$ cat config.mk
export PLATFORM = sky130hd
export DESIGN_NAME = debounce_sync
export DESIGN_NICKNAME = d
export VERILOG_FILES = /design/src/rtl/debounce_sync.sv
export SDC_FILE = /design/constraint.sdc
export NUM_CORES = 1
export LEC_CHECK = 0
export CAP_MARGIN = 15
export CORE_MARGIN = 1
export CORE_UTILIZATION = 55
export DETAILED_ROUTE_END_ITERATION = 12
export PLACE_DENSITY = 0.77
export SYNTH_ARGS = -nofsm -noshare
export SYNTH_HDL_FRONTEND = slang
export SYNTH_SLANG_ARGS = --single-unit
$ cat constraint.sdc
create_clock -name CLK -period 2.6 [get_ports CLK]
set_input_delay 0.78 -clock CLK [delete_from_list [all_inputs] [get_ports CLK]]
set_output_delay 0.78 -clock CLK [all_outputs]
set_load 0.1 [all_outputs]
$ cat src/rtl/debounce_sync.sv
// rtl/debounce_sync.sv - two-flop synchroniser plus stability-counter debouncer with edge pulses
//
// Purpose: conditions a raw, bouncy, asynchronous switch level into a clean
// registered level D, with one-cycle RISE/FALL pulses on each accepted change.
// A level is accepted only after STABLE_CYCLES consecutive equal synchronised
// samples; any contrary sample while timing restarts the wait.
//
// Optional feature macro: DEBOUNCE_TOGGLE_EN adds output TOGGLE, a push-on/push-off
// latch flipped on every accepted rising change.
//
// Ports:
//   CLK    in   system clock, rising edge
//   RST_N  in   asynchronous active-low reset
//   D_IN   in   raw switch level (asynchronous)
//   D      out  debounced level (registered)
//   RISE   out  one-cycle pulse in the first cycle D reads 1
//   FALL   out  one-cycle pulse in the first cycle D reads 0
//   BUSY   out  a candidate level change is being timed
//   TOGGLE out  (DEBOUNCE_TOGGLE_EN only) flips on every RISE

module debounce_sync #(
    parameter int STABLE_CYCLES = 1000,  // >= 2
    parameter int CNT_W         = 10     // 2**CNT_W >= STABLE_CYCLES
) (
    input  logic CLK,
    input  logic RST_N,
    input  logic D_IN,
    output logic D,
    output logic RISE,
    output logic FALL,
    output logic BUSY
`ifdef DEBOUNCE_TOGGLE_EN
    ,
    output logic TOGGLE
`endif
);

    typedef enum logic [1:0] {
        S_LOW       = 2'd0,
        S_WAIT_HIGH = 2'd1,
        S_HIGH      = 2'd2,
        S_WAIT_LOW  = 2'd3
    } state_t;

    // The sample that completes the stable window is the STABLE_CYCLES-th one;
    // the counter already holds STABLE_CYCLES-1 when it arrives, so it never
    // needs to represent STABLE_CYCLES itself.
    localparam logic [CNT_W-1:0] CNT_LAST = CNT_W'(STABLE_CYCLES - 1);
    localparam logic [CNT_W-1:0] CNT_ONE  = CNT_W'(1);

    logic             sync0_q, sync0_d;
    logic             sync1_q, sync1_d;
    state_t           state_q, state_d;
    logic [CNT_W-1:0] cnt_q,   cnt_d;
    logic             d_q,     d_d;
    logic             rise_q,  rise_d;
    logic             fall_q,  fall_d;
`ifdef DEBOUNCE_TOGGLE_EN
    logic             toggle_q, toggle_d;
`endif

    // Metastability filter: only sync1_q is ever looked at by the FSM.
    always_comb begin
        sync0_d = D_IN;
        sync1_d = sync0_q;
    end

    always_comb begin
        state_d = state_q;
        cnt_d   = cnt_q;
        d_d     = d_q;
        rise_d  = 1'b0;
        fall_d  = 1'b0;

        unique case (state_q)
            S_LOW: begin
                if (sync1_q) begin
                    // This sample is the first of the window, hence cnt starts at 1.
                    state_d = S_WAIT_HIGH;
                    cnt_d   = CNT_ONE;
                end else begin
                    cnt_d   = '0;
                end
            end
            S_WAIT_HIGH: begin
                if (!sync1_q) begin
                    state_d = S_LOW;
                    cnt_d   = '0;
                end else if (cnt_q == CNT_LAST) begin
                    state_d = S_HIGH;
                    cnt_d   = '0;
                    d_d     = 1'b1;
                    rise_d  = 1'b1;
                end else begin
                    cnt_d   = cnt_q + CNT_ONE;
                end
            end
            S_HIGH: begin
                if (!sync1_q) begin
                    state_d = S_WAIT_LOW;
                    cnt_d   = CNT_ONE;
                end else begin
                    cnt_d   = '0;
                end
            end
            S_WAIT_LOW: begin
                if (sync1_q) begin
                    state_d = S_HIGH;
                    cnt_d   = '0;
                end else if (cnt_q == CNT_LAST) begin
                    state_d = S_LOW;
                    cnt_d   = '0;
                    d_d     = 1'b0;
                    fall_d  = 1'b1;
                end else begin
                    cnt_d   = cnt_q + CNT_ONE;
                end
            end
            default: begin
                state_d = S_LOW;
                cnt_d   = '0;
            end
        endcase
    end

`ifdef DEBOUNCE_TOGGLE_EN
    always_comb begin
        toggle_d = toggle_q ^ rise_d;
    end
`endif

    always_ff @(posedge CLK or negedge RST_N) begin
        if (!RST_N) begin
            sync0_q  <= 1'b0;
            sync1_q  <= 1'b0;
            state_q  <= S_LOW;
            cnt_q    <= '0;
            d_q      <= 1'b0;
            rise_q   <= 1'b0;
            fall_q   <= 1'b0;
`ifdef DEBOUNCE_TOGGLE_EN
            toggle_q <= 1'b0;
`endif
        end else begin
            sync0_q  <= sync0_d;
            sync1_q  <= sync1_d;
            state_q  <= state_d;
            cnt_q    <= cnt_d;
            d_q      <= d_d;
            rise_q   <= rise_d;
            fall_q   <= fall_d;
`ifdef DEBOUNCE_TOGGLE_EN
            toggle_q <= toggle_d;
`endif
        end
    end

    assign D    = d_q;
    assign RISE = rise_q;
    assign FALL = fall_q;
    assign BUSY = (state_q == S_WAIT_HIGH) || (state_q == S_WAIT_LOW);
`ifdef DEBOUNCE_TOGGLE_EN
    assign TOGGLE = toggle_q;
`endif

endmodule

# Word-level counts from Yosys, hierarchy flattened
# Index checks and enable logic that the tools add are counted.
[totals]
reg_bits = 17
inputBits = 3
wordCells = 48
[classes]
reduce_logical = 5
n_addsub = 1
mux = 23
eq_ne = 12
[op_table]
columns = ["cell", "count"]
rows = [
  ["$pmux W10 S4", 1],
  ["$mux W10", 3],
  ["$mux W2", 6],
  ["$ne A2 B2 Y1 const B", 6],
  ["$mux W1", 11],
  ["$add A10 B1 Y10 const B", 1],
  ["$eq A10 B10 Y1 const B", 1],
  ["$pmux W2 S4", 1],
  ["$ne A3 B3 Y1 const B", 2],
  ["$reduce_and A5 Y1", 1],
  ["$eq A2 B2 Y1 const B", 2],
  ["$reduce_and A4 Y1", 1],
  ["$eq A2 B1 Y1 const B", 1],
  ["$logic_not A2 Y1", 1],
  ["$pmux W1 S2", 1],
  ["$reduce_bool A2 Y1", 1],
  ["$logic_or A1 B1 Y1", 1],
]

# Logic depth before layout (Yosys ltp)
# Gate-level depths: netlist of the first run.
[depth]
depth_word = 4
ltp_mapped = 5
ltp_nobuf = 5

# Worst setup path before layout of the first run
# Ideal clock, no wire load.
[synth_timing]
kind = "flip-flop to output port"
from = "register state_q[0]"
to = "output port BUSY"
path_stages_with_launch = 2
path_buffers = 1
slack_ns = 0.541
t_arrival_ns = 1.279
t_required_ns = 1.820
path_cell_list = "dfrtp_1 clkbuf_1"
[synth_via]
elab_chain_len = 2
elab_cells_between_ends = 3
[synth_lines]
columns = ["element", "line", "source"]
rows = [
  ["start, declared", "53", "state_t state_q, state_d;"],
  ["start signal, assigned", "147", "state_q <= state_d;"],
  ["$eq A2 B1 Y1 or $eq A2 B2 Y1 (tied branches)", "161", "assign BUSY = (state_q == S_WAIT_HIGH) || (state_q == S_WAIT_LOW);"],
  ["$logic_or A1 B1 Y1 *", "161", ""],
  ["end, declared", "31", "output logic BUSY"],
]
# Every way passes the cells marked *; elsewhere a longest branch is shown, timed or not.

# Final worst setup path of the first run
# Same ends and word-level chain as after synthesis.

==> metrics.md, run 1 <==
| Metric | Value |
|---|---|
| Share of synthesized area occupied by flip-flops and latches | 56.7% |
| Minimum clock period | 1.88 ns |
| Mapped Nets | 71 |
| Die Span X | 38.9 um |
| Worst EP required | 1.82 ns |
| Pwr Density | 520 mW/mm^2 |
| Max-Cap Viols | 0 |
| Area grow syn2layout | 12.2% |
| DIE AREA | 0.00152 mm^2 |
| Placed cell count | 86 |
| Crit Path Category | reg -> out |
| Hold path start | sync0_q |
| Type of destination of the critical path | output port |
| Clock Pin Slew Worst Setup and Hold Paths | 0.10 ns |
| Fin. Hold Viols | 0 |
| Largest net degree at the start of global routing | 18 |
| Layout cells sized above 1 | 18.4% |
| Type of the tightest min-delay check | reg -> reg |
| # clock sinks | 17 |
| Wire per inst | 13.8 um |
| Synthesis warning total | 0 |
| Hold EP | sync1_q |
| CTS Hold Bufs | 0 |
| Fmax | 533 MHz |
| H-Tree Depth | 1 |
| Synthesized flop and latch total | 17 |
| Max clock buf depth | 2 |
| Crit-path slowest cell | dfrtp_1 |
| CTS root buf | clkbuf_4 |
| Total Routing Usage GR | 20.6% |
| Rows | 12 |
| First-pass GRT wire length | 1970 um |
| Routed vias/inst | 5.68 |
| DRC Markers | 0 |
| # resized after CTS | 0 |
| Fin crit share | 72.2% |
| Core outline area | 0.00119 mm^2 |
| Synth top area cells | dfrtp_1 (57%), xnor2_1 (4.7%), nor2_1 (4.0%) |
| Port Buf Inserts | 6 |
| Starting Density | 63.3% |
| I/O pin count | 7 |
| Global placer's final weighted congestion | 0.729 |
| R2R cell count | 5 |
| Via count | 511 |
| Post-synth top area share | 56.7% |
| Crit-path leading delay family | flip-flops |
| Crit path DAT | 1.10 ns |
| Initial antenna violation count | 0 |
| Nets | 81 |
| 1st-pass router iterations | 3 |
| Mapped Cells | 67 |
| Dominant cell type by area after synthesis | dfrtp_1 |
| Worst path depth | 1 |
| Critical R2R Capture | cnt_q[6] |
| Slew Limit Headroom | 53.1% |
| Lkg Pwr | 0.374 nW |
| Worst-path fanout max | 7 |
| Reg2Reg Setup Slack | 1.02 ns |
| Ant. Diodes | 0 |
| Initial drt markers | 3 |
| Total CTS buffers | 3 |
| Global route overflow | 0 |
| Drt total wl | 1240 um |
| Setup TNS | 0 ns |
| Tot Pwr | 0.438 mW |
| CTS tree | built |
| Worst Clk Skew | 0.00161 ns |
| Die Ht | 38.9 um |
| Final setup vio count | 0 |
| WHS Path Cells | 0 |
| Postcts setup bufs | 0 |
| Synth cell types | 27 |
| Vias in the first global route | 478 |
| Worst skew pair latency | 0.29 ns |
| Startpoint Class | flop |
| Antenna-violating nets left | 0 |
| Post-route insts no fill | 90 |
| Critical Path Max Stage Delay | 0.47 ns |
| CP bufs+invs | 1 |
| Synthesized cell area | 751 um^2 |
| VDD IR max | 0.412 mV |
| Slew Viols, Final | 0 |
| CP Cell Sequence | buf_4 |
| Dpl hpwl | 922 um |
| RSZ-0062 raised after global routing | false |
| R2R Path Start | cnt_q[0] |
| Syn Area/Cell | 11.2 um^2 |
| Status | complete, no violations |
| Worst Tran Pin Value | 0.702 ns |
area by class of cell:
cell class / instances / area (um^2)
clock inverters: 1 / 5.00
inverters: 2 / 7.51
flip-flops and latches: 17 / 425
well taps: 14 / 17.5
clock buffers: 3 / 22.5
multi-input cells: 47 / 314
fillers: 93 / 344
repair buffers: 6 / 50.0
cells in the mapped netlist (all sizes together):
library cell and instances:
xor2 3, or3 1, a311oi 1, inv 2, and4b 1, xnor2 4
a21oi 2, nand4 2, clkbuf 1, or2 1, o21a 1, mux2 1
nor2 8, nand2 3, nand3 5, dfrtp 17, and2 1, o21ai 1
ha 1, nor3b 2, a31oi 3, nand2b 2, and4 2, and3 2
power by group:
| part | internal [mW] | switching [mW] |
|---|---|---|
| registers | 0.269 | 0.00488 |
| logic | 0.00871 | 0.0162 |
| clock network | 0.0573 | 0.0823 |
flip-flops by register name, summed over array words and instances (netlist names), named ones only:
signal / cells
RISE: 1
state_q: 1
cnt_q: 10
FALL: 1
D: 1
sync0_q: 1
sync1_q: 1
logic make-up after synthesis:
family / after synthesis / synth area share, %
AOI/OAI and AO/OA: 8 / 6.67
xor gates and xnor gates: 7 / 8.17
adders and majority gates: 1 / 1.67
buffers and inverters: 3 / 1.50
DFF: 17 / 56.7
muxes: 1 / 1.50
and+or+nand+nor: 30 / 23.8
worst max-delay path by stage:
stage / startpoint / to / slack [ns]
floorplan: state_q[0] / BUSY / 0.54
global placement: RST_N / cnt_q[2] / 0.88
detailed placement: RST_N / cnt_q[2] / 0.87
CTS: state_q[0] / BUSY / 0.72
global route: state_q[0] / BUSY / 0.67
finish: state_q[0] / BUSY / 0.72
layout by cell type, fill, tap and decap left out, types with 2 or more instances in the layout:
| cell | n |
|---|---|
| nor2_1 | 8 |
| dfrtp_1 | 17 |
| clkbuf_4 | 3 |
| nand4_1 | 2 |
| a21oi_1 | 2 |
| inv_1 | 2 |
| nand3_1 | 5 |
| buf_4 | 4 |
| nand2_1 | 3 |
| clkdlybuf4s50_1 | 2 |
| xnor2_1 | 4 |
| xor2_1 | 3 |
| a31oi_1 | 3 |
| nor3b_1 | 2 |
routing by layer:
metal  track usage (%)  wire length, um
met1              25.7              602
met3              3.47               30
met4              15.5               34
met2              31.7              572
met5                 0                0
worst register-to-register path: stages (launching register included):
cell and delay (ns):
dfrtp_1 0.42, ha_1 0.24, and4b_1 0.25, and3_4 0.21, or2_4 0.26, nor2_1 0.14
per-stage QoR:
| step | cell area [um^2] | setup slack (ns) | utilization, % | hold WS [ns] |
|---|---|---|---|---|
| after floorplan | 751 | 0.541 | - | 0.331 |
| after global placement | 815 | 0.885 | 68.7 | 0.335 |
| after detailed placement | 815 | 0.872 | 68.7 | 0.346 |
| after CTS | 842 | 0.718 | 71.0 | 0.369 |
| after global routing | 842 | 0.673 | 71.0 | 0.374 |
| final | 842 | 0.723 | 71.0 | 0.363 |
Power figures use the tool's default switching activity.
==> run 2: changes to the inputs <==
Settings changed: CORE_UTILIZATION 55 to 48, PLACE_DENSITY 0.77 to 0.71.
Clock period 2.6 ns to 1.7 ns, I/O delays scaled along.
==> metrics.md, run 2 (synthesis gave the netlist of run 1 again) <==
| Metric | Value |
|---|---|
| # clock sinks | 17 (unchanged) |
| Clock power frac | 30.9% (-1.0 points) |
| Die Span X | 41.5 um (+6.7%) |
| Global route overflow | 0 (unchanged) |
| Fin. Hold Viols | 0 (unchanged) |
| Type of destination of the critical path | flop |
| Fin crit share | 90.8% |
| Initial drt markers | 9 (+6) |
| Type of the tightest min-delay check | reg -> reg |
| Startpoint Class | flop |
| Starting Density | 54.3% (-9.0 points) |
| VDD IR max | 0.666 mV (+62%) |
| Ant. Diodes | 0 (unchanged) |
| Drt total wl | 1230 um (-0.56%) |
| Port Buf Inserts | 6 (unchanged) |
| Tot Pwr | 0.670 mW (+53%) |
| Layout cells sized above 1 | 18.2% (-0.24 points) |
| Cell Int Power | 0.520 mW (+55%) |
| Global placer's final weighted congestion | 0.737 (+1.0%) |
| Crit Path Category | reg -> reg |
| Max-Cap Viols | 0 (unchanged) |
| Switching Fraction | 22.4% (-1.2 points) |
| Clock Pin Slew Worst Setup and Hold Paths | 0.09 ns (about the same) |
| H-Tree Depth | 1 (unchanged) |
| Postcts setup bufs | 0 (unchanged) |
| Worst-path fanout max | 4 (-3) |
| CTS root buf | clkbuf_4 |
| Worst EP required | 1.89 ns (+0.07 ns) |
| Antenna-violating nets left | 0 (unchanged) |
| RSZ-0062 raised after global routing | false |
| Crit-path slowest cell | dfrtp_1 |
| Pre-CTS setup slack | 0.182 ns (-0.690 ns) |
| Final setup vio count | 0 (unchanged) |
| Nets | 82 (+1.2%) |
| Sequential share of power | 62.6% (+0.2 points) |
| Comb pwr share | 6.5% (+0.8 points) |
| Most frequent cells in the layout | dfrtp_1 (17), nor2_1 (8), nand3_1 (5) |
| Commonest non-fill, non-tap cell in the layout | dfrtp_1 |
| Vias in the first global route | 473 (-1.0%) |
| CP Cell Sequence | ha_1 -> and4b_1 -> and2_4 -> nand2b_1 -> a311oi_1 |
| Worst Clk Skew | 0.00558 ns (+0.00397 ns) |
| Core outline area | 0.00138 mm^2 (+17%) |
| NetSw | 0.150 mW (+45%) |
| Slew Limit Headroom | 81.0% (+28 points) |
| I/O pin count | 7 (unchanged) |
| Minimum clock period | 1.54 ns |
| # resized after CTS | 0 (unchanged) |
| First-pass GRT wire length | 2280 um (+16%) |
| Lkg Pwr | 0.388 nW (+3.9%) |
| CTS tree | built |
| Worst skew pair latency | 0.28 ns (about the same) |
| 1st-pass router iterations | 4 (+1) |
| Total CTS buffers | 3 (unchanged) |
| Die Ht | 41.5 um (+6.7%) |
| Largest register FFs | 10 (unchanged) |
| Setup WS post-layout | 0.156 ns (-0.566 ns) |
| Slew Viols, Final | 0 (unchanged) |
| Post-route insts no fill | 92 (+2.2%) |
| Routed vias/inst | 5.43 (-4.3%) |
| Largest net degree at the start of global routing | 18 (unchanged) |
| Initial antenna violation count | 0 (unchanged) |
| DRC Markers | 0 (unchanged) |
| Max clock buf depth | 2 (unchanged) |
| Final Util | 65.1% (-5.9 points) |
| Crit path DAT | 1.73 ns (+0.63 ns) |
| Total Routing Usage GR | 17.4% (-3.2 points) |
| Placed cell count | 88 (+2.3%) |
| Via count | 500 (-2.2%) |
| Worst Tran Pin Value | 0.285 ns (-0.417 ns) |
| CTS Hold Bufs | 0 (unchanged) |
| Pwr Density | 744 mW/mm^2 (+43%) |
| Critical Path Max Stage Delay | 0.42 ns (-0.05 ns) |
| Wire per inst | 13.4 um (-2.7%) |
| Area grow syn2layout | 19.8% |
| DIE AREA | 0.00173 mm^2 (+14%) |
| Largest reg by FF count | cnt_q |
| Dpl hpwl | 904 um (-1.9%) |
| Setup TNS | 0 ns (unchanged) |
| Fmax | 648 MHz |
| Rows | 13 (+1) |
| Status | complete, no violations |
==> run 2: cell count changes in the layout (fill, tap and decap cells not counted), sizes merged <==
cell    before  now
buf          4    5
clkbuf       3    4
clkinv       1    0
==> run 2: layout make-up <==
class	count	area (um^2)
Inverter	2	7.51
Sequential cell	17	425
Clock buffer	4	26.3
Timing Repair Buffer	7	108
Tap cell	15	18.8
Multi-Input combinational cell	47	314
Fill cell	102	483
==> run 2: power by group through the flow <==
stage / sequential, mW / combinational (mW) / clock (mW)
finish: 0.419 / 0.0434 / 0.207
global route: 0.421 / 0.0482 / 0.232
CTS: 0.419 / 0.0444 / 0.216
detailed placement: 0.427 / 0.0441 / 0
global placement: 0.426 / 0.0437 / 0
floorplan: 0.425 / 0.0235 / 0
==> run 2: routing by layer <==
metal	wire length (um)	vias to the layer above	share of wire, %	track usage, %
li1	-	259	-	-
met1	582	223	47	25.4
met2	556	16	45	25.3
met3	77	2	6.3	4.35
met4	17	0	1.4	5.81
met5	0	-	0	0
==> run 2: final timing paths <==
kind / start / end / slack [ns] / cells after the start
setup / recovery: cnt_q[0] / cnt_q[9] / 0.16 / 5
hold / removal: sync0_q / sync1_q / 0.36 / 0
setup reg to reg: cnt_q[0] / cnt_q[9] / 0.16 / 5
hold reg to reg: sync0_q / sync1_q / 0.36 / 0
max in group asynchronous: RST_N / cnt_q[6] / 0.98 / 2
min in group asynchronous: RST_N / FALL / 0.53 / 2
==> run 2: worst max-delay path: cells and delay by family (launching register included) <==
kind | cells | cell delay [ns]
and+or+nand+nor | 3 | 0.54
adders and majority gates | 1 | 0.24
AOI/OAI and AO/OA | 1 | 0.25
DFF | 1 | 0.42
==> run 2: metrics by stage <==
| step | instance area (um^2) | hold WS, ns |
|---|---|---|
| 6_report | 900 | 0.364 |
| 5_1_grt | 900 | 0.384 |
| 4_1_cts | 900 | 0.370 |
| 3_5_place_dp | 873 | 0.347 |
| 3_3_place_gp | 873 | 0.338 |
| 2_1_floorplan | 752 | 0.214 |
